===== src/rtl/shadow_regbank_pkg.sv =====
// Shared helpers for shadow_regbank: a constant-capable clog2 and the byte-merge used on shadow writes.
// The merge operates at the widest supported register width; callers cast to their own width.
package shadow_regbank_pkg;

  localparam int MAX_DATAW = 64;
  localparam int MAX_BEW   = MAX_DATAW / 8;

  function automatic int clog2(input int value);
    int res;
    int v;
    res = 0;
    v   = value - 1;
    while (v > 0) begin
      res++;
      v = v >> 1;
    end
    return (res == 0) ? 1 : res;
  endfunction

  function automatic logic [MAX_DATAW-1:0] merge(input logic [MAX_DATAW-1:0] old_v,
                                                 input logic [MAX_DATAW-1:0] new_v,
                                                 input logic [MAX_BEW-1:0]   be);
    logic [MAX_DATAW-1:0] res;
    for (int k = 0; k < MAX_BEW; k++) begin
      res[8*k +: 8] = be[k] ? new_v[8*k +: 8] : old_v[8*k +: 8];
    end
    return res;
  endfunction

endpackage


===== src/rtl/shadow_regbank_slot.sv =====
// One control register: a shadow copy that takes byte-merged writes and an active copy
// loaded from the (possibly just-written) shadow on commit.
module regbank_slot
  import shadow_regbank_pkg::*;
#(
  parameter int               DATAW  = 32,
  parameter logic [DATAW-1:0] RSTVAL = '0
) (
  input  logic               i_clk,
  input  logic               i_rst,
  input  logic               i_we,
  input  logic [DATAW/8-1:0] i_be,
  input  logic [DATAW-1:0]   i_data,
  input  logic               i_commit,
  output logic [DATAW-1:0]   o_active
);

  logic [DATAW-1:0] shadow_q;
  logic [DATAW-1:0] shadow_d;
  logic [DATAW-1:0] active_q;

  // NOTE: every always_comb output gets a value on every path, so no latch is inferred.
  always_comb begin
    shadow_d = shadow_q;
    if (i_we) begin
      shadow_d = DATAW'(merge(MAX_DATAW'(shadow_q), MAX_DATAW'(i_data), MAX_BEW'(i_be)));
    end
  end

  // NOTE: sequential state uses non-blocking assignments so all flops sample pre-edge values.
  always_ff @(posedge i_clk) begin
    if (i_rst) begin
      shadow_q <= RSTVAL;
      active_q <= RSTVAL;
    end else begin
      shadow_q <= shadow_d;
      // Commit takes shadow_d so a same-cycle write is included.
      if (i_commit) active_q <= shadow_d;
    end
  end

  assign o_active = active_q;

endmodule


===== src/rtl/shadow_regbank.sv =====
// Shadowed control-register bank with atomic commit, registered read port and range errors.
// Optional macro SHADOW_REGBANK_XOR_EN adds a registered XOR reduction of all active bits on o_xor.
module shadow_regbank
  import shadow_regbank_pkg::*;
#(
  parameter int               DATAW  = 32,
  parameter int               NREGS  = 8,
  parameter logic [DATAW-1:0] RSTVAL = '0
) (
  input  logic                   i_clk,
  input  logic                   i_rst,
  input  logic                   i_we,
  input  logic                   i_re,
  input  logic [7:0]             i_addr,
  input  logic [DATAW/8-1:0]     i_be,
  input  logic [DATAW-1:0]       i_data,
  input  logic                   i_commit,
  output logic [DATAW-1:0]       o_data,
  output logic                   o_rvalid,
  output logic                   o_err,
  output logic                   o_pending,
  output logic [NREGS*DATAW-1:0] o_regs,
  output logic                   o_xor
);

  localparam int BEW  = DATAW / 8;
  localparam int IDXW = clog2(NREGS);

  logic             in_range;
  logic [IDXW-1:0]  idx;
  logic [DATAW-1:0] active [NREGS];
  logic [DATAW-1:0] rd_word;

  logic [DATAW-1:0] data_q;
  logic             rvalid_q;
  logic             err_q;
  logic             pending_q;

  // Full 8-bit compare: index bits above IDXW must also be in range.
  assign in_range = ({1'b0, i_addr} < 9'(NREGS));
  assign idx      = i_addr[IDXW-1:0];

  for (genvar n = 0; n < NREGS; n++) begin : g_slot
    regbank_slot #(
      .DATAW  (DATAW),
      .RSTVAL (RSTVAL)
    ) u_slot (
      .i_clk    (i_clk),
      .i_rst    (i_rst),
      .i_we     (i_we && in_range && (idx == IDXW'(n))),
      .i_be     (i_be),
      .i_data   (i_data),
      .i_commit (i_commit),
      .o_active (active[n])
    );
    assign o_regs[n*DATAW +: DATAW] = active[n];
  end

  always_comb begin
    rd_word = '0;
    for (int n = 0; n < NREGS; n++) begin
      if (in_range && (idx == IDXW'(n))) rd_word = active[n];
    end
  end

  always_ff @(posedge i_clk) begin
    if (i_rst) begin
      data_q    <= '0;
      rvalid_q  <= 1'b0;
      err_q     <= 1'b0;
      pending_q <= 1'b0;
    end else begin
      rvalid_q <= i_re;
      err_q    <= (i_we || i_re) && !in_range;
      if (i_re) data_q <= rd_word;
      if (i_commit)                pending_q <= 1'b0;
      else if (i_we && in_range)   pending_q <= 1'b1;
    end
  end

  assign o_data    = data_q;
  assign o_rvalid  = rvalid_q;
  assign o_err     = err_q;
  assign o_pending = pending_q;

`ifdef SHADOW_REGBANK_XOR_EN
  logic xor_q;

  always_ff @(posedge i_clk) begin
    if (i_rst) xor_q <= ^{NREGS{RSTVAL}};
    else       xor_q <= ^o_regs;
  end

  assign o_xor = xor_q;
`else
  assign o_xor = 1'b0;
`endif

  // BEW documents the byte-enable width; it is the width of i_be.
  logic [BEW-1:0] be_unused_chk;
  assign be_unused_chk = i_be;

endmodule


===== config.mk =====
export PLATFORM = sky130hd
export DESIGN_NAME = shadow_regbank
export DESIGN_NICKNAME = d
export VERILOG_FILES = /design/src/rtl/shadow_regbank_pkg.sv /design/src/rtl/shadow_regbank_slot.sv /design/src/rtl/shadow_regbank.sv
export SDC_FILE = /design/constraint.sdc
export NUM_CORES = 1
export LEC_CHECK = 0
export ABC_AREA = 1
export BUFFER_PORTS_ARGS = -buffer_cell sky130_fd_sc_hd__buf_2
export CAP_MARGIN = 20
export CORE_MARGIN = 4
export CORE_UTILIZATION = 35
export DETAILED_ROUTE_END_ITERATION = 10
export GPL_TIMING_DRIVEN = 0
export SLEW_MARGIN = 20
export SYNTH_ARGS = -nofsm -noshare
export SYNTH_HDL_FRONTEND = slang
export SYNTH_SLANG_ARGS = --single-unit

===== constraint.sdc =====
create_clock -name i_clk -period 1.9 [get_ports i_clk]
set_input_delay 0.285 -clock i_clk [delete_from_list [all_inputs] [get_ports i_clk]]
set_output_delay 0.285 -clock i_clk [all_outputs]
set_load 0.01 [all_outputs]

* Word-level counts from Yosys, hierarchy flattened
Index checks and enable logic that the tools add are counted.
Widths: inputs -> output; s select.
** Operators by class
- $mul :: 0
- Reduce and logical (&&, ||, !) cells :: 22
- Bitwise logic cells :: 0
- Multiplexer cells :: 48
- Add/sub/neg operators :: 0
- Div/mod/pow operators :: 0
- Eq/ne operators :: 7
- Magnitude comparators :: 1
- Shifts and indexed selects :: 0
** Operator list (count)
- $mux 32 :: 16
- $mux 8 :: 32
- $logic_and 1x1->1 :: 18
- $eq 3x3->1 const B :: 4
- $lt 8x4->1 const B :: 1
- $eq 3x2->1 const B :: 2
- $eq 3x1->1 const B :: 1
- $logic_not 3->1 :: 1
- $reduce_or 2->1 :: 1
- $logic_not 1->1 :: 1
- $logic_or 1x1->1 :: 1
** Storage, ports and cells
- Bits in read-only memories :: 0
- Memories :: 0
- Flip-flop bits (word level) :: 547
- Logic and storage cells :: 98
- Latch bits :: 0
- Bits in writable memories :: 0
- Bits of input ports :: 49
- Output and inout bits :: 292

* Longest topological paths before layout
- Depth after elaboration :: 10
- Depth in mapped cells :: 12
- Mapped depth without buffers :: 11

* By module
Synthesis repeated with hierarchy kept, for this count alone.
** Unflattened totals
- Cell total of the unflattened synthesis :: 3405
- Area, all modules :: 24033.0 sq um
** By module, submodules not included
- regbank_slot :: area an instance 2563.7 sq um, seq. area each 1281.2 sq um, cells an instance 346, instances 8
- shadow_regbank :: area an instance 3523.4 sq um, seq. area each 700.7 sq um, cells an instance 637, instances 1

* Least setup slack after synthesis
OpenSTA, ideal clock, no wires.
- Kind :: in2reg
- Start :: in i_addr[4]
- End :: reg data_q[27] (netlist: o_data[27])
- Arrival :: 1539 ps
- Buffers on the path :: 2
- Required time :: 1768 ps
- Path slack :: 229 ps
- Stages on the path :: 9
- Setup time :: 132 ps
- Cell sequence :: nor2_1 inv_2 nor2_8 nand4_1 clkbuf_1 buf_2 or2_0 nand3_1 a21oi_1
** On the way
- Cells in the longest elaborated chain, start to end :: 10
- Elaborated cells on any way between the ends :: 17
- Those cells by class :: 1 x order compare; 8 x mux; 8 x reduce/logical
** RTL lines
- from (decl) :: RTL line shadow_regbank.sv:14 : input logic [7:0] i_addr,
- $lt 8x4->1 * :: RTL line shadow_regbank.sv:40 : assign in_range = ({1'b0, i_addr} < 9'(NREGS));
- $logic_and 1x1->1 :: RTL line shadow_regbank.sv:62 : if (in_range && (idx == IDXW'(n))) rd_word = active[n];
- $mux 32 (7 in series) :: RTL line shadow_regbank.sv:62
- $mux 32 * :: RTL line shadow_regbank.sv:62
- to (signal assigned) :: RTL line shadow_regbank.sv:75 : if (i_re) data_q <= rd_word;
- to (decl) :: RTL line shadow_regbank.sv:34 : logic [DATAW-1:0] data_q;
Mark *: on every way between the ends. The rest lies on a longest branch, timed or not.
A chain may end at the register's enable or synchronous reset.

* Final worst setup path
- Start :: in i_addr[0]
- End :: reg data_q[19] (netlist: o_data[19])
** On the way
- Cells in the longest elaborated chain, start to end :: 10
- Elaborated cells on any way between the ends :: 25
- Those cells by class :: 1 x order compare; 7 x eq/ne; 8 x mux; 9 x reduce/logical
** RTL lines (RTL line)
- $lt 8x4->1 / $logic_not 3->1 (equally long branches) :: shadow_regbank.sv:40, shadow_regbank.sv:62
- $logic_and 1x1->1 :: shadow_regbank.sv:62
- $mux 32 (7 in series) :: shadow_regbank.sv:62
- $mux 32 * :: shadow_regbank.sv:62
Marked as above.

==> impl_metrics.yaml <==
yosys:
  syn_area_um2: 22010
  synth_area_leaders: "dfxtp_1, nand2_1, inv_1"
  ys_warn_count: 0
  yosysMostFrequentCell: "dfxtp_1"
  syn_inst: 2987
  synth_cell_types: 33
  synth-edff-count: 0
  yosysTopAreaCell: "dfxtp_1"
  ys_seq_elements: 547
  synth_top_area_share_pct: 49.74
  synth_top_cells_by_count: "dfxtp_1, nand2_1, inv_1"
  mappedNetlistNets: 3036
  synth_ff_type: "dfxtp_1"
  async_reset_ff_share_pct: 0
  synth.avg_cell_area_um2: 7.370
  yosysSeqAreaShare_pct: 49.74
cells_and_area:
  drive_gt1_share_pct: 15.83
  syn_to_final_growth_pct: 21.59
  nNetsFinal: 3432
  fillCellCount: 6607
clock_network:
  cts_hold_buf: 0
  max-clock-path-buffers: 3
  htree_levels: 2
  cts_tree: "yes"
  root_buffer: "clkbuf_16"
  insertion_delay_ns: 0.62
  numCtsBuffers: 57
  cts.sinks: 547
  cts.clk_slew.worst_paths_ns: 0.06
route:
  wirelength_um: 96820
  vias: 22230
  drc: 0
  wl_per_cell_um: 22.71
  vias_per_cell: 5.215
  drt_iter0_drc: 2518
  firstDrtPassIters: 6
  drtAntennaViolNets: 0
power_and_ir_drop:
  power.density_nw_per_um2: 944.7
  leakage_nw: 10.70
  total_power_mw: 25.29
  max-vdd-ir-drop_v: 0.0007203
floorplan:
  initial_core_util_pct: 35.54
  die_w_um: 258.8
  rows: 91
  dieArea_um2: 66970
  io_pins: 341
  die_h_um: 258.8
  core_area_um2: 61940
sta:
  fmax_mhz: 546.9
  min_period_over_period_pct: 96.24
  worstMarginPinSlew_ns: 0.9939
  slew_headroom_pct: 33.74
  maxSlewViolCount: 0
  setup_slack_ns: 0.07147
  fin_setup_tns_ns: 0
  hold_violations: 0
  period_minus_slack_ns: 1.829
  finClkSkew_ns: 0.008717
  setup_violations: 0
place:
  place_congestion: 0.9070
  numPortBuffers: 336
  dp_slack_ns: -0.7590
  hpwl_um: 74530
grt:
  grt_start_max_net_pins: 15
  grt_usage_pct: 27.66
  grt_pass1_vias: 20100
  grt_overflow: 0
  antenna_found_initial: 2
  grt_first_pass_wirelength_um: 137700
status:
  status: "completed"
worst_setup_path:
  critPathKind: "in2reg"
  cp_slowest_cell: "clkbuf_1"
  required_ns: 2.44
  worstPathCellList: "buf_2 -> inv_1 -> nand2_1 -> nor2_2 -> clkbuf_1 -> nand3_1 -> nand3_1 -> a21oi_1 -> nand4_1 -> nand2_1 -> a21oi_1"
  crit_path_start_kind: "input pin"
  critPathMaxFanout: 10
  end_kind: "register"
  cpPeakStageDelay_ns: 0.56
  arrival_ns: 2.37
flow_run:
  drv_cap: 0
worst_hold_path:
  worst_hold_path_type: "in2reg"
## critical path, delay by kind of cell
kind	cells	cell delay, ns
compound gates	2	0.21
simple gates	6	1.08
buf+inv	3	0.78
## routing by layer
metal	GRT usage, %	up-vias	part of all wire (%)
li1	-	10360	-
met1	37.66	10620	42
met2	43.48	1090	44
met3	6.626	156	10
met4	8.876	0	3.3
met5	0	-	0
## final timing paths
path,start,end,slack (ns),cells past startpoint
setup / recovery,i_addr[0],o_data[19],0.07,11
hold / removal,i_re,o_data[31],0.10,5
setup reg to reg,g_slot[2].u_slot.o_active[10],o_data[10],0.42,6
hold reg to reg,o_data[11],o_data[11],0.46,2
## through the flow
step           hold WS [ns]  util (%)  std cells  cell area, um^2
2_1_floorplan        0.4740         -       2987            22010
3_3_place_gp         0.4400     39.95       4160            24740
3_5_place_dp         0.4536     39.95       4160            24740
4_1_cts             0.06380     43.12       4260            26710
5_1_grt              0.1250     43.21       4263            26770
6_report             0.1042     43.21       4263            26770
## sequential cells by signal, summed over array words and instances (netlist names)
signal                  flops
o_pending                   1
g_slot.u_slot.o_active    256
o_rvalid                    1
o_data                     32
g_slot.u_slot.shadow_q    256
o_err                       1
## placed cells by master, fill, tap and decap left out, types with 4 or more instances in the layout
| master | netlist | layout |
|---|---|---|
| nand3_1 | 117 | 115 |
| clkbuf_1 | 153 | 142 |
| clkinv_2 | 1 | 12 |
| a211oi_1 | 128 | 128 |
| a21oi_1 | 153 | 153 |
| o22ai_1 | 86 | 86 |
| buf_4 | 3 | 4 |
| nand4_1 | 35 | 35 |
| a22oi_1 | 22 | 22 |
| buf_2 | 20 | 352 |
| o21ai_0 | 168 | 167 |
| buf_1 | 11 | 12 |
| dfxtp_1 | 547 | 547 |
| nor2_4 | 4 | 5 |
| or2_2 | 10 | 10 |
| nor2_2 | 13 | 14 |
| clkbuf_16 | 0 | 57 |
| nand2_4 | 7 | 7 |
| nor2_1 | 403 | 401 |
| o21ai_1 | 105 | 106 |
| nand2_2 | 3 | 6 |
| o22ai_2 | 10 | 10 |
| bufinv_16 | 0 | 6 |
| nand2_1 | 518 | 515 |
| clkbuf_2 | 3 | 17 |
| inv_1 | 449 | 448 |
| inv_2 | 6 | 7 |
| clkbuf_4 | 0 | 5 |
| clkbuf_8 | 0 | 18 |
## repair_timing
action                                  CTS  global route
endpoints found under the setup margin   48            85
pin swaps                                 0             2
setup buffers                             0             1
resized for setup                         4            38
## layout make-up
type                       count  area, um^2  share of cell area [%]
antenna                        2       5.005                 0.01870
buffer                       193       818.3                   3.057
clock buffer                  80        1693                   6.324
clock inverter                20       260.3                  0.9723
inverter                     457        1717                   6.413
multi-input combinational   1790        8587                   32.08
sequential                   547       10950                   40.91
tap                          837        1047                   3.912
timing repair buffer         337        1689                   6.310
## logic make-up after synthesis
kind of cell           after synthesis  synth area share (%)
buffers and inverters              650                 11.37
other                                1               0.01703
and+or+nand+nor                   1116                 21.02
DFF                                547                 49.74
AOI/OAI and AO/OA                  673                 17.85
## where the power goes
part           total, mW  leakage (nW)  switching (mW)  internal (mW)
Sequential          11.8          4.44           0.175           11.7
Clock               11.8         0.975            4.87           6.97
Combinational       1.62          5.29            1.26          0.367
(Power assumes the default switching activity.)
